$ cat src/rtl/clock_frame_serializer_if.sv
// Display-link bundle between a frame source and the serializer that drives the LED shifter.
interface clock_frame_serializer_if #(
    parameter int unsigned BRIGHT_W = 12
);
    logic                start;
    logic [3:0]          digit1;
    logic [3:0]          digit2;
    logic [3:0]          digit3;
    logic [3:0]          digit4;
    logic [1:0]          col1;
    logic [1:0]          col2;
    logic [1:0]          col3;
    logic [1:0]          col4;
    logic [6:0]          anode_mask;
    logic [BRIGHT_W-1:0] bright;
    logic                busy;
    logic                done;
    logic                sclk;
    logic                sdata;
    logic                latch;
    logic                pwm;

    modport master (
        output start, digit1, digit2, digit3, digit4,
        output col1, col2, col3, col4, anode_mask, bright,
        input  busy, done, sclk, sdata, latch, pwm
    );

    modport slave (
        input  start, digit1, digit2, digit3, digit4,
        input  col1, col2, col3, col4, anode_mask, bright,
        output busy, done, sclk, sdata, latch, pwm
    );
endinterface

$ cat src/rtl/clock_frame_serializer.sv
// Serialises a 96-bit digit frame plus a brightness word into the LED display shifter,
// strobing latch after the frame and pwm after the brightness word.
module clock_frame_serializer #(
    parameter int unsigned CLK_DIV  = 4,
    parameter int unsigned BRIGHT_W = 12
) (
    input logic                     clk,
    input logic                     rst,
    clock_frame_serializer_if.slave bus
);
    localparam int unsigned FRAME_W = 96;
    localparam int unsigned CNT_W   = (CLK_DIV > 1) ? $clog2(CLK_DIV) : 1;
    localparam int unsigned BIT_W   = 7;

    typedef enum logic [2:0] {
        S_IDLE, S_SHIFT, S_LATCH, S_BSHIFT, S_PWM, S_DONE
    } state_t;

    function automatic logic [6:0] seg_decode(input logic [3:0] d);
        case (d)
            4'd0:    return 7'h3F;
            4'd1:    return 7'h06;
            4'd2:    return 7'h5B;
            4'd3:    return 7'h4F;
            4'd4:    return 7'h66;
            4'd5:    return 7'h6D;
            4'd6:    return 7'h7D;
            4'd7:    return 7'h07;
            4'd8:    return 7'h7F;
            4'd9:    return 7'h6F;
            default: return 7'h00;
        endcase
    endfunction

    function automatic logic [23:0] digit_field(input logic [3:0] d, input logic [1:0] c,
                                                input logic [6:0] an);
        logic [6:0] seg;
        seg = seg_decode(d);
        return {1'b0, seg & {7{c[1]}}, 1'b0, seg & {7{c[0]}}, 1'b0, an};
    endfunction

    state_t              r_state, w_state_nx;
    logic [CNT_W-1:0]    r_cnt, w_cnt_nx;
    logic                r_phase, w_phase_nx;
    logic [BIT_W-1:0]    r_bits, w_bits_nx;
    logic [FRAME_W-1:0]  r_frame, w_frame_nx;
    logic [BRIGHT_W-1:0] r_bright, w_bright_nx;
    logic                r_busy, w_busy_nx;
    logic                r_done, w_done_nx;
    logic                r_sclk, w_sclk_nx;
    logic                r_sdata, w_sdata_nx;
    logic                r_latch, w_latch_nx;
    logic                r_pwm, w_pwm_nx;
    logic                w_tick;

    assign w_tick = (r_cnt == CNT_W'(CLK_DIV - 1));

    // Each serial phase spends one tick with sclk low (data set up) and one tick high.
    always_comb begin
        w_state_nx  = r_state;
        w_cnt_nx    = r_cnt;
        w_phase_nx  = r_phase;
        w_bits_nx   = r_bits;
        w_frame_nx  = r_frame;
        w_bright_nx = r_bright;
        w_busy_nx   = r_busy;
        w_done_nx   = 1'b0;
        w_sclk_nx   = r_sclk;
        w_sdata_nx  = r_sdata;
        w_latch_nx  = r_latch;
        w_pwm_nx    = r_pwm;
        if (r_busy) begin
            w_cnt_nx = w_tick ? '0 : r_cnt + CNT_W'(1);
        end
        case (r_state)
            S_IDLE: begin
                if (bus.start) begin
                    w_frame_nx  = {digit_field(bus.digit4, bus.col4, bus.anode_mask),
                                   digit_field(bus.digit3, bus.col3, bus.anode_mask),
                                   digit_field(bus.digit2, bus.col2, bus.anode_mask),
                                   digit_field(bus.digit1, bus.col1, bus.anode_mask)};
                    w_bright_nx = bus.bright;
                    w_state_nx  = S_SHIFT;
                    w_busy_nx   = 1'b1;
                    w_cnt_nx    = '0;
                    w_phase_nx  = 1'b0;
                    w_bits_nx   = '0;
                end
            end
            S_SHIFT: begin
                if (w_tick) begin
                    if (!r_phase) begin
                        w_sdata_nx = r_frame[FRAME_W-1];
                        w_frame_nx = {r_frame[FRAME_W-2:0], 1'b0};
                        w_sclk_nx  = 1'b0;
                        w_phase_nx = 1'b1;
                    end else begin
                        w_sclk_nx  = 1'b1;
                        w_phase_nx = 1'b0;
                        if (r_bits == BIT_W'(FRAME_W - 1)) begin
                            w_bits_nx  = '0;
                            w_state_nx = S_LATCH;
                        end else begin
                            w_bits_nx = r_bits + BIT_W'(1);
                        end
                    end
                end
            end
            S_LATCH: begin
                if (w_tick) begin
                    if (!r_phase) begin
                        w_latch_nx = 1'b1;
                        w_sclk_nx  = 1'b0;
                        w_phase_nx = 1'b1;
                    end else begin
                        w_latch_nx = 1'b0;
                        w_phase_nx = 1'b0;
                        w_state_nx = S_BSHIFT;
                    end
                end
            end
            S_BSHIFT: begin
                if (w_tick) begin
                    if (!r_phase) begin
                        w_sdata_nx  = r_bright[BRIGHT_W-1];
                        w_bright_nx = {r_bright[BRIGHT_W-2:0], 1'b0};
                        w_sclk_nx   = 1'b0;
                        w_phase_nx  = 1'b1;
                    end else begin
                        w_sclk_nx  = 1'b1;
                        w_phase_nx = 1'b0;
                        if (r_bits == BIT_W'(BRIGHT_W - 1)) begin
                            w_bits_nx  = '0;
                            w_state_nx = S_PWM;
                        end else begin
                            w_bits_nx = r_bits + BIT_W'(1);
                        end
                    end
                end
            end
            S_PWM: begin
                if (w_tick) begin
                    if (!r_phase) begin
                        w_pwm_nx   = 1'b1;
                        w_sclk_nx  = 1'b0;
                        w_phase_nx = 1'b1;
                    end else begin
                        w_pwm_nx   = 1'b0;
                        w_phase_nx = 1'b0;
                        w_state_nx = S_DONE;
                        w_busy_nx  = 1'b0;
                        w_done_nx  = 1'b1;
                        w_cnt_nx   = '0;
                    end
                end
            end
            S_DONE: begin
                w_state_nx = S_IDLE;
            end
            default: begin
                w_state_nx = S_IDLE;
            end
        endcase
    end

    always_ff @(posedge clk) begin
        if (rst) begin
            r_state  <= S_IDLE;
            r_cnt    <= '0;
            r_phase  <= 1'b0;
            r_bits   <= '0;
            r_frame  <= '0;
            r_bright <= '0;
            r_busy   <= 1'b0;
            r_done   <= 1'b0;
            r_sclk   <= 1'b0;
            r_sdata  <= 1'b0;
            r_latch  <= 1'b0;
            r_pwm    <= 1'b0;
        end else begin
            r_state  <= w_state_nx;
            r_cnt    <= w_cnt_nx;
            r_phase  <= w_phase_nx;
            r_bits   <= w_bits_nx;
            r_frame  <= w_frame_nx;
            r_bright <= w_bright_nx;
            r_busy   <= w_busy_nx;
            r_done   <= w_done_nx;
            r_sclk   <= w_sclk_nx;
            r_sdata  <= w_sdata_nx;
            r_latch  <= w_latch_nx;
            r_pwm    <= w_pwm_nx;
        end
    end

    assign bus.busy  = r_busy;
    assign bus.done  = r_done;
    assign bus.sclk  = r_sclk;
    assign bus.sdata = r_sdata;
    assign bus.latch = r_latch;
    assign bus.pwm   = r_pwm;
endmodule

$ cat src/flat_wrapper.sv
// flat-port wrapper written by rule: the top's interface ports become plain ports
module clock_frame_serializer_flat 
#(
    parameter int unsigned CLK_DIV  = 4,
    parameter int unsigned BRIGHT_W = 12
)
  (clk, rst, bus_start, bus_digit1, bus_digit2, bus_digit3, bus_digit4, bus_col1, bus_col2, bus_col3, bus_col4, bus_anode_mask, bus_bright, bus_busy, bus_done, bus_sclk, bus_sdata, bus_latch, bus_pwm);
  clock_frame_serializer_if #(.BRIGHT_W(BRIGHT_W)) bus_i ();
  input logic clk;
  input logic rst;
  input wire logic [$bits(bus_i.start)-1:0] bus_start;
  input wire logic [$bits(bus_i.digit1)-1:0] bus_digit1;
  input wire logic [$bits(bus_i.digit2)-1:0] bus_digit2;
  input wire logic [$bits(bus_i.digit3)-1:0] bus_digit3;
  input wire logic [$bits(bus_i.digit4)-1:0] bus_digit4;
  input wire logic [$bits(bus_i.col1)-1:0] bus_col1;
  input wire logic [$bits(bus_i.col2)-1:0] bus_col2;
  input wire logic [$bits(bus_i.col3)-1:0] bus_col3;
  input wire logic [$bits(bus_i.col4)-1:0] bus_col4;
  input wire logic [$bits(bus_i.anode_mask)-1:0] bus_anode_mask;
  input wire logic [$bits(bus_i.bright)-1:0] bus_bright;
  output wire logic [$bits(bus_i.busy)-1:0] bus_busy;
  output wire logic [$bits(bus_i.done)-1:0] bus_done;
  output wire logic [$bits(bus_i.sclk)-1:0] bus_sclk;
  output wire logic [$bits(bus_i.sdata)-1:0] bus_sdata;
  output wire logic [$bits(bus_i.latch)-1:0] bus_latch;
  output wire logic [$bits(bus_i.pwm)-1:0] bus_pwm;
  assign bus_i.start = bus_start;
  assign bus_i.digit1 = bus_digit1;
  assign bus_i.digit2 = bus_digit2;
  assign bus_i.digit3 = bus_digit3;
  assign bus_i.digit4 = bus_digit4;
  assign bus_i.col1 = bus_col1;
  assign bus_i.col2 = bus_col2;
  assign bus_i.col3 = bus_col3;
  assign bus_i.col4 = bus_col4;
  assign bus_i.anode_mask = bus_anode_mask;
  assign bus_i.bright = bus_bright;
  assign bus_busy = bus_i.busy;
  assign bus_done = bus_i.done;
  assign bus_sclk = bus_i.sclk;
  assign bus_sdata = bus_i.sdata;
  assign bus_latch = bus_i.latch;
  assign bus_pwm = bus_i.pwm;
  clock_frame_serializer #(.CLK_DIV(CLK_DIV), .BRIGHT_W(BRIGHT_W)) u_core (.clk(clk), .rst(rst), .bus(bus_i));
endmodule
$ cat config.mk
export PLATFORM = sky130hd
export DESIGN_NAME = clock_frame_serializer_flat
export DESIGN_NICKNAME = d
export VERILOG_FILES = /design/src/rtl/clock_frame_serializer_if.sv /design/src/rtl/clock_frame_serializer.sv /design/src/flat_wrapper.sv
export SDC_FILE = /design/constraint.sdc
export NUM_CORES = 1
export LEC_CHECK = 0
export BUFFER_PORTS_ARGS = -buffer_cell sky130_fd_sc_hd__buf_2
export CAP_MARGIN = 20
export CORE_ASPECT_RATIO = 0.5
export CORE_MARGIN = 4
export CORE_UTILIZATION = 45
export CTS_BUF_LIST = sky130_fd_sc_hd__clkbuf_16
export CTS_CLUSTER_DIAMETER = 60
export DETAILED_ROUTE_END_ITERATION = 7
export GPL_ROUTABILITY_DRIVEN = 0
export HOLD_SLACK_MARGIN = 0.1
export MAX_ROUTING_LAYER = met4
export PLACE_DENSITY = 0.75
export SLEW_MARGIN = 20
export SYNTH_ARGS = -nofsm -noshare
export SYNTH_HDL_FRONTEND = slang
export SYNTH_SLANG_ARGS = --single-unit
$ cat constraint.sdc
create_clock -name clk -period 1.8 [get_ports clk]
set_clock_uncertainty 0.05 [all_clocks]
set_input_delay 0.36 -clock clk [delete_from_list [all_inputs] [get_ports clk]]
set_output_delay 0.36 -clock clk [all_outputs]
set_load 0.01 [all_outputs]
## Word level (Yosys, flattened, before mapping)

Memories as Yosys holds them, arrays and structs flattened.
Index checks and enable logic that the tools add are counted.

- Memories: 4
- Input port bits: 46
- ROM bits: 448
- Output and inout port bits: 6
- Bits in registers: 127

- Bitwise operators: 10
- Multiplexer cells: 60
- Reduce and logical (&&, ||, !) cells: 22
- Add/subtract/negate cells: 2
- Equality and inequality tests: 24

Memory list:

| name | depth | width | rd ports | clocked after Yosys merged registers in | write ports | RTL line | text |
|---|---|---|---|---|---|---|---|
| (no name shown) | 16 | 7 | 1 | 0 | 0 | clock_frame_serializer.sv:20 | `case (d)` |
| (no name shown) | 16 | 7 | 1 | 0 | 0 | clock_frame_serializer.sv:20 |  |
| (no name shown) | 16 | 7 | 1 | 0 | 0 | clock_frame_serializer.sv:20 |  |
| (no name shown) | 16 | 7 | 1 | 0 | 0 | clock_frame_serializer.sv:20 |  |

Operators by type and width:

| kind | count |
|---|---|
| $mux W96 | 3 |
| $pmux W96 S2 | 1 |
| $mux W7 | 15 |
| $and A7 B7 Y7 | 8 |
| $mux W12 | 3 |
| $mux W3 | 11 |
| $ne A2 B1 Y1 const B | 13 |
| $pmux W12 S2 | 1 |
| $pmux W7 S3 | 1 |
| $reduce_and A4 Y1 | 4 |
| $pmux W3 S5 | 1 |
| $mux W1 | 14 |
| $reduce_bool A2 Y1 | 6 |
| $reduce_and A11 Y1 | 1 |
| $mux W2 | 5 |
| $ne A2 B2 Y1 const B | 4 |
| $pmux W1 S2 | 4 |
| $add A7 B1 Y7 const B | 1 |
| $eq A7 B4 Y1 const B | 1 |
| $eq A7 B7 Y1 const B | 1 |
| $eq A3 B2 Y1 const B | 2 |
| $reduce_and A6 Y1 | 1 |
| $reduce_and A5 Y1 | 1 |
| $pmux W2 S2 | 1 |
| other kinds (12) | 15 |

## Logic depth before layout (Yosys ltp)

Gate-level depths: netlist (run 1).

- Depth after elaboration: 6
- Mapped depth: 7
- Depth with buffers taken out: 6

## Worst setup path after synthesis (run 1)

No wires, ideal clock.

- Path kind: register to register
- From: register u_core.r_cnt[0]
- To: register u_core.r_bright[0]
- Path buffers: 2
- Arrival: 1.548 ns
- Slack: 0.074 ns
- Cell stages (with the launch flop): 8
- Required time: 1.622 ns
- Path through: dfxtp_1 ha_1 clkbuf_1 nand4b_1 a21oi_4 buf_4 mux2i_1 nor2_1

- Cells in the longest elaborated chain, start to end: 3

RTL lines:

| what | RTL line | text |
|---|---|---|
| from (decl) | clock_frame_serializer.sv:43 | `logic [CNT_W-1:0] r_cnt, w_cnt_nx;` |
| from (signal assigned) | clock_frame_serializer.sv:182 | `r_cnt <= w_cnt_nx;` |
| $eq A2 B2 Y1 | clock_frame_serializer.sv:56 | `assign w_tick = (r_cnt == CNT_W'(CLK_DIV - 1));` |
| $ne A2 B1 Y1 (no source line) | -- |  |
| $reduce_and A4 Y1 (no source line) | -- |  |
| to (signal assigned) | clock_frame_serializer.sv:186 | `r_bright <= w_bright_nx;` |
| to (decl) | clock_frame_serializer.sv:47 | `logic [BRIGHT_W-1:0] r_bright, w_bright_nx;` |

No other way between the ends.
A chain may end at the register's enable or synchronous reset.

## Final worst setup path (run 1)

- From: register u_core.r_cnt[0]
- To: register u_core.r_frame[69]

- Cells in the longest elaborated chain, start to end: 3

RTL lines:

| what | RTL line | text |
|---|---|---|
| $eq A2 B2 Y1 | clock_frame_serializer.sv:56 |  |
| $ne A2 B1 Y1 (no source line) | -- |  |
| $reduce_and A4 Y1 (no source line) | -- |  |
| to (signal assigned) | clock_frame_serializer.sv:185 | `r_frame <= w_frame_nx;` |
| to (decl) | clock_frame_serializer.sv:46 | `logic [FRAME_W-1:0] r_frame, w_frame_nx;` |

No other way between the ends.

==> results of run 1 <==
-- cell usage in the layout (no fill, tap or decap), types with 4 or more instances in the layout --
cell / n
a211oi_1: 13
a211oi_2: 27
a21oi_1: 31
a221oi_2: 27
a221oi_4: 4
a2bb2oi_1: 16
a311oi_1: 9
a311oi_2: 11
a31oi_1: 7
and2_1: 7
and2_4: 8
buf_12: 16
buf_2: 50
buf_4: 40
buf_6: 9
buf_8: 4
clkbuf_16: 23
clkinv_4: 4
dfxtp_1: 123
dfxtp_2: 4
ha_1: 21
inv_1: 14
inv_6: 5
mux2_2: 4
mux2i_1: 6
nand2_1: 55
nand2b_1: 24
nand3_1: 27
nand3b_1: 4
nand4_1: 6
nand4b_1: 4
nor2_1: 105
nor2_2: 6
nor3_1: 57
nor3_2: 4
o21ai_0: 20
o22ai_1: 13
xnor2_1: 6
-- logic make-up (layout without fill, tap and decap cells) --
| logic type | after synthesis | count (layout) | synth area share |
|---|---|---|---|
| adder cells (fa/ha/maj) | 22 | 22 | 0.0424 |
| buffers and inverters | 84 | 171 | 0.0578 |
| flip-flops | 127 | 127 | 0.391 |
| XOR/XNOR | 6 | 6 | 0.00809 |
| multiplexers | 10 | 10 | 0.0162 |
| AO/OA/AOI/OAI | 192 | 192 | 0.238 |
| AND/OR/NAND/NOR | 330 | 330 | 0.246 |
-- per-layer routing --
metal	vias up	GRT usage	wire length [um]
met3	32	0.0436	891
met4	0	0.0746	283
met2	198	0.309	8380
li1	2964	-	-
met5	-	-	0
met1	3009	0.258	8140
-- cells in the mapped netlist, drive strengths merged, types with 2 or more instances --
master   instances  area [sq um]
nand3           30           150
inv             14          52.6
mux2i            6          60.1
nor2           114           428
nand4b           4          35.0
nand3b           4          30.0
buf             41           214
nand4            6          37.5
nor3            61           305
o22ai           13          81.3
o21ai           21           105
nor2b            2          12.5
mux2             4          45.0
a311oi          20           225
a2bb2oi         16           140
xnor2            6          52.6
clkbuf          29           109
or3              3          18.8
nand2b          24           150
and2            15           114
and3             2          12.5
a31oi            8          56.3
a211o            2          17.5
dfxtp          127          2540
a21oi           35           198
ha              22           275
nand2           55           206
a211oi          42           320
nor4             3          18.8
a221oi          32           380
or3b             2          20.0
-- per-stage QoR --
stage	util	hold WS, ns	power, uW	worst slack [ns]	instances
detailed placement	0.518	0.402	6560	-0.0650	990
finish	0.619	0.180	10700	-0.109	1050
floorplan	-	0.381	5650	0.0740	771
global placement	0.518	0.391	6460	0.0341	990
CTS	0.564	0.162	9780	0.0000200	1027
global route	0.619	0.178	11200	-0.197	1050
-- worst max path at each step --
stage	from	to
after floorplan	u_core.r_cnt[0]$_SDFF_PP0_	u_core.r_bright[0]$_SDFFE_PP0P_
after global placement	u_core.r_state[0]$_SDFFE_PP0P_	u_core.r_frame[35]$_SDFFE_PP0P_
after detailed placement	u_core.r_state[0]$_SDFFE_PP0P_	u_core.r_frame[2]$_SDFFE_PP0P_
after CTS	u_core.r_cnt[0]$_SDFF_PP0_	u_core.r_frame[36]$_SDFFE_PP0P_
after global routing	u_core.r_cnt[0]$_SDFF_PP0_	u_core.r_frame[69]$_SDFFE_PP0P_
final	u_core.r_cnt[0]$_SDFF_PP0_	u_core.r_frame[69]$_SDFFE_PP0P_
-- state kept, by name (all words and copies together) (netlist names) --
signal / flops
u_core.bus.busy: 1
u_core.bus.done: 1
u_core.bus.latch: 1
u_core.bus.pwm: 1
u_core.bus.sclk: 1
u_core.bus.sdata: 1
u_core.r_bits: 7
u_core.r_bright: 12
u_core.r_cnt: 2
u_core.r_frame: 96
u_core.r_phase: 1
u_core.r_state: 3
-- layout make-up --
class,count,share of cell area
multi-input cells,560,0.468
flip-flops and latches,127,0.297
repair buffers,125,0.138
clock buffers,17,0.0497
well taps,192,0.0280
clock inverters,15,0.0130
inverters,14,0.00613
-- what timing repair did --
action                                  in CTS  in global routing
pin swaps                                    2                 24
setup buffers                                5                 16
endpoints found under the setup margin      42                102
gates resized for setup                      9                 98
gates cloned                                 0                  7
-- report_power, final --
group | leakage (uW) | switching (uW) | internal, uW
Combinational | 0.00200 | 2180 | 1800
Sequential | 0.00105 | 328 | 3270
Clock | 0.000260 | 1340 | 1770
Total | 0.00331 | 3840 | 6840
-- tightest hold or removal path, stage by stage --
cell	delay (ns)
buf_2	0.10
nand2_1	0.05
a311oi_1	0.08
==> results by group, run 1 <==
Detailed routing
  • Initial DRC Count: 523
  • Routed WL: 17,700 um
  • Post-DRT Antenna Nets: 0
  • Drt first pass iters: 5
  • Post-DR wirelength/cell: 16.8 um
  • DRC: 0
  • Via count: 6,203
  • Via/cell ratio: 5.91

Finish
  • Layout cells sized above 1: 0.316
  • NumNets Final: 913
  • Register area: 2550 sq um
  • # diodes: 0
  • Area of the multi-input gates: 4010 sq um
  • Area grow syn2layout: 31.9%
  • # fillers: 1,044
  • Post-route cell area: 8570 sq um

Die
  • Starting Density: 0.469
  • Top Ports: 52
  • Row cnt: 30
  • Die Area: 16,500 sq um
  • Die Wd: 178 um
  • Core area: 13,900 sq um
  • Die Y: 93.0 um

Timing
  • Worst Setup Slack, final: -0.109 ns
  • Setup-failing EPs final: 68
  • Max Fclk: 524 MHz
  • Crit share post-route: 1.06
  • Min cycle time layout: 1.91 ns
  • RSZ-0062 raised after global routing: true
  • Slew @ Worst Pin: 0.523 ns
  • Relative max-transition margin: 0.651
  • Fin. max-slew vios: 0
  • Setup TNS: -2.61 ns
  • Fin. Hold Viols: 0

Clocking
  • Cts hold-fix bufs: 0
  • Worst skew pair latency: 0.42 ns
  • Clock sink count: 127
  • Clk pin slew, worst setup/hold paths: 0.06 ns
  • Root buffer cell: clkbuf_16
  • CTS tree: done
  • TritonCTS Buffers: 17
  • Max Root-Sink Buffers: 2
  • Htree depth: 4

Power and ir drop
  • Peak supply drop: 0.000760 V
  • Pwr dens: 1250 nW/um^2
  • Lkg Pwr: 0.00331 uW

Logic synthesis
  • Mapped Cells: 771
  • FFs w/ async S/R, synth: 0
  • Ys Warns: 0
  • Post-Syn Area: 6500 sq um
  • Prevailing post-synth register cell: dfxtp_1
  • #FFs+latches synth: 127
  • Distinct cells, synth: 50
  • Post-synth EDFFs: 0
  • Seq/Total Area, Yosys: 0.391
  • Net count after synthesis: 839
  • Syn_area_per_cell: 8.43 sq um

Worst setup path
  • Critical path startpoint category: flop
  • Worst path slowest cell: dfxtp_2
  • FF-to-FF End: u_core.r_frame[69]$_SDFFE_PP0P_
  • RR Startpoint: u_core.r_cnt[0]$_SDFF_PP0_
  • Cells along the critical path: ha_4, nand3b_1, a211oi_4, buf_4, clkbuf_16, buf_8, buf_12, nor2_1, a311oi_1
  • WP depth: 9
  • Worst path buffer plus inverter count: 4
  • CP Class: reg2reg
  • Req. time, crit path: 2.07 ns
  • CP arrival: 2.18 ns
  • Critical path endpoint category: flop
  • Crit path max-delay family: buffers and inverters
  • Cells on worst reg2reg path: 9
  • CP Max Fanout: 7
  • CP peak stage delay: 0.35 ns
  • Flop2flop setup slack: -0.11 ns

GRT
  • Total gr overflow: 0
  • Initial antenna violation count: 0
  • Largest net degree at the start of global routing: 48
  • First-pass GRT wire length: 26,400 um
  • Global-route usage over all layers: 0.200
  • Vias in the first global route: 5,648

Min path
  • Hold EP: u_core.r_bright[2]$_SDFFE_PP0P_
  • Worst min path class: in2reg
  • Hold depth: 3
  • Hold path start: bus_bright[2]

Outcome
  • Status: finished with violations
  • Failing checks: negative setup slack

Job
  • Maxcap violations: 0

Placement
  • DP HPWL: 10,800 um
  • Placed Area: 7180 sq um
  • Port bufs: 51
Power figures use the tool's default switching activity.
==> inputs of run 2 (changes only) <==
--- a/config.mk
+++ b/config.mk
@@ -19,2 +19,3 @@
 export PLACE_DENSITY = 0.75
+export SKIP_CTS_REPAIR_TIMING = 1
 export SLEW_MARGIN = 20
==> constraint.sdc (replaced) <==
create_clock -name clk -period 1.8 [get_ports clk]
set_clock_uncertainty 0.05 [all_clocks]
set_input_delay 0.27 -clock clk [delete_from_list [all_inputs] [get_ports clk]]
set_output_delay 0.27 -clock clk [all_outputs]
set_load 0.01 [all_outputs]
==> results by group, run 2 (same netlist as run 1, synthesis figures left out) <==
Worst setup path
  • CP dominant cell by count: buf_6
  • CP Class: reg2reg
  • Critical path endpoint category: flop
  • Req. time, crit path: 2.07 ns
  • Crit path max-delay family: simple AND/OR/NAND/NOR gates
  • CP Max Fanout: 8
  • Cells along the critical path: ha_4, nand3b_1, a211oi_4, buf_6, buf_12, buf_6, nor2_1, nor3_1
  • Worst path buffer plus inverter count: 3
  • CP peak stage delay: 0.35 ns
  • Worst path slowest cell: dfxtp_2
  • Critical path startpoint category: flop
  • CP arrival: 2.18 ns

Clocking
  • Worst skew pair latency: 0.42 ns
  • Clk pin slew, worst setup/hold paths: 0.06 ns
  • Max Root-Sink Buffers: 2
  • CTS tree: done
  • TritonCTS Buffers: 17
  • Root buffer cell: clkbuf_16
  • Htree depth: 4
  • Clock sink count: 127

Finish
  • Non-filler instance count after layout: 1,046
  • Most frequent cells in the layout: 124 x dfxtp_1, 95 x nor2_1, 55 x nand2_1
  • Reg with most FFs: u_core.r_frame
  • Layout cells sized above 1: 0.344
  • Biggest regs: u_core.r_frame x96, u_core.r_bright x12, u_core.r_bits x7
  • # diodes: 0
  • # fillers: 991
  • Register area: 2550 sq um
  • Most common cell after layout, fill and taps aside: dfxtp_1
  • Area of the multi-input gates: 4180 sq um
  • NumNets Final: 910
  • Area grow syn2layout: 35.7%
  • Max FFs per register: 96

Detailed routing
  • Routed WL: 20,200 um
  • Via count: 6,390
  • Drt first pass iters: 5
  • DRC: 0
  • Via/cell ratio: 6.11
  • Post-DR wirelength/cell: 19.4 um
  • Post-DRT Antenna Nets: 0
  • Initial DRC Count: 691

Die
  • Die Y: 93.0 um
  • Starting Density: 0.469
  • Die Wd: 178 um
  • Top Ports: 52
  • Die Area: 16,500 sq um
  • Core area: 13,900 sq um
  • Row cnt: 30

Power and ir drop
  • Peak supply drop: 0.000877 V
  • Pwr dens: 1300 nW/um^2
  • Lkg Pwr: 0.00335 uW

GRT
  • Total gr overflow: 0
  • Global-route usage over all layers: 0.197
  • Vias in the first global route: 5,521
  • Initial antenna violation count: 0
  • First-pass GRT wire length: 26,300 um
  • Largest net degree at the start of global routing: 67

Placement
  • DP HPWL: 10,200 um
  • Port bufs: 51
  • Placed Cells: 991

Min path
  • Worst min path class: in2reg

Timing
  • RSZ-0062 raised after global routing: true
  • Fin. max-slew vios: 0
  • Min cycle time layout: 1.91 ns
  • Worst Setup Slack, final: -0.112 ns
  • Slew @ Worst Pin: 0.588 ns
  • Crit share post-route: 1.06
  • Relative max-transition margin: 0.608
  • Setup TNS: -1.07 ns
  • Max Fclk: 523 MHz
  • Fin. Hold Viols: 0
  • Setup-failing EPs final: 40

Outcome
  • Status: finished with violations
  • Failing checks: negative setup slack

Job
  • Maxcap violations: 0
-- run 2: layout make-up --
cell class	count	area share
Timing Repair Buffer	122	0.136
Tap cell	192	0.0273
Clock inverter	14	0.0193
Sequential cell	127	0.289
Multi-Input combinational cell	560	0.475
Clock buffer	17	0.0483
Inverter	14	0.00596
-- run 2: per-stage QoR --
step	utilization	power [uW]	cell area, sq um	worst slack, ns	hold WS [ns]
6_report	0.636	11500	8810	-0.112	0.0954
5_1_grt	0.636	11900	8810	-0.204	0.106
4_1_cts	0.563	10100	7800	-0.0446	0.0802
3_5_place_dp	0.520	6580	7200	-0.0221	0.400
3_3_place_gp	0.520	6490	7200	0.0277	0.393
2_1_floorplan	-	5650	6500	0.0740	0.381
-- run 2: tightest hold or removal path: cells and delay by family --
kind | cells | cell delay (ns)
AOI/OAI and AO/OA | 1 | 0.09
buffers and inverters | 1 | 0.10
and+or+nand+nor | 1 | 0.06
-- run 2: worst paths after layout --
| kind | startpoint | to | slack [ns] | cells after the start |
|---|---|---|---|---|
| worst min-delay path | bus_bright[4] | u_core.r_bright[4]$_SDFFE_PP0P_ | 0.1 | 3 |
| worst max register to register | u_core.r_cnt[1]$_SDFF_PP0_ | u_core.r_frame[75]$_SDFFE_PP0P_ | -0.11 | 8 |
| worst min register to register | u_core.r_frame[14]$_SDFFE_PP0P_ | u_core.r_frame[15]$_SDFFE_PP0P_ | 0.42 | 2 |
| worst max-delay path | u_core.r_cnt[1]$_SDFF_PP0_ | u_core.r_frame[75]$_SDFFE_PP0P_ | -0.11 | 8 |
-- run 2: where the power goes --
| group | switching, uW | internal, uW | total, uW |
|---|---|---|---|
| registers | 369 | 3270 | 3640 |
| clock network | 1360 | 2170 | 3530 |
| logic | 2400 | 1900 | 4300 |
| total | 4140 | 7330 | 11500 |
-- run 2: routing by layer --
layer  vias to the layer above  share of wire  track usage
li1                       2945              -            -
met1                      3089           0.43        0.260
met5                         -              0            -
met4                         0          0.031       0.0585
met2                       293           0.47        0.306
met3                        63          0.071       0.0428
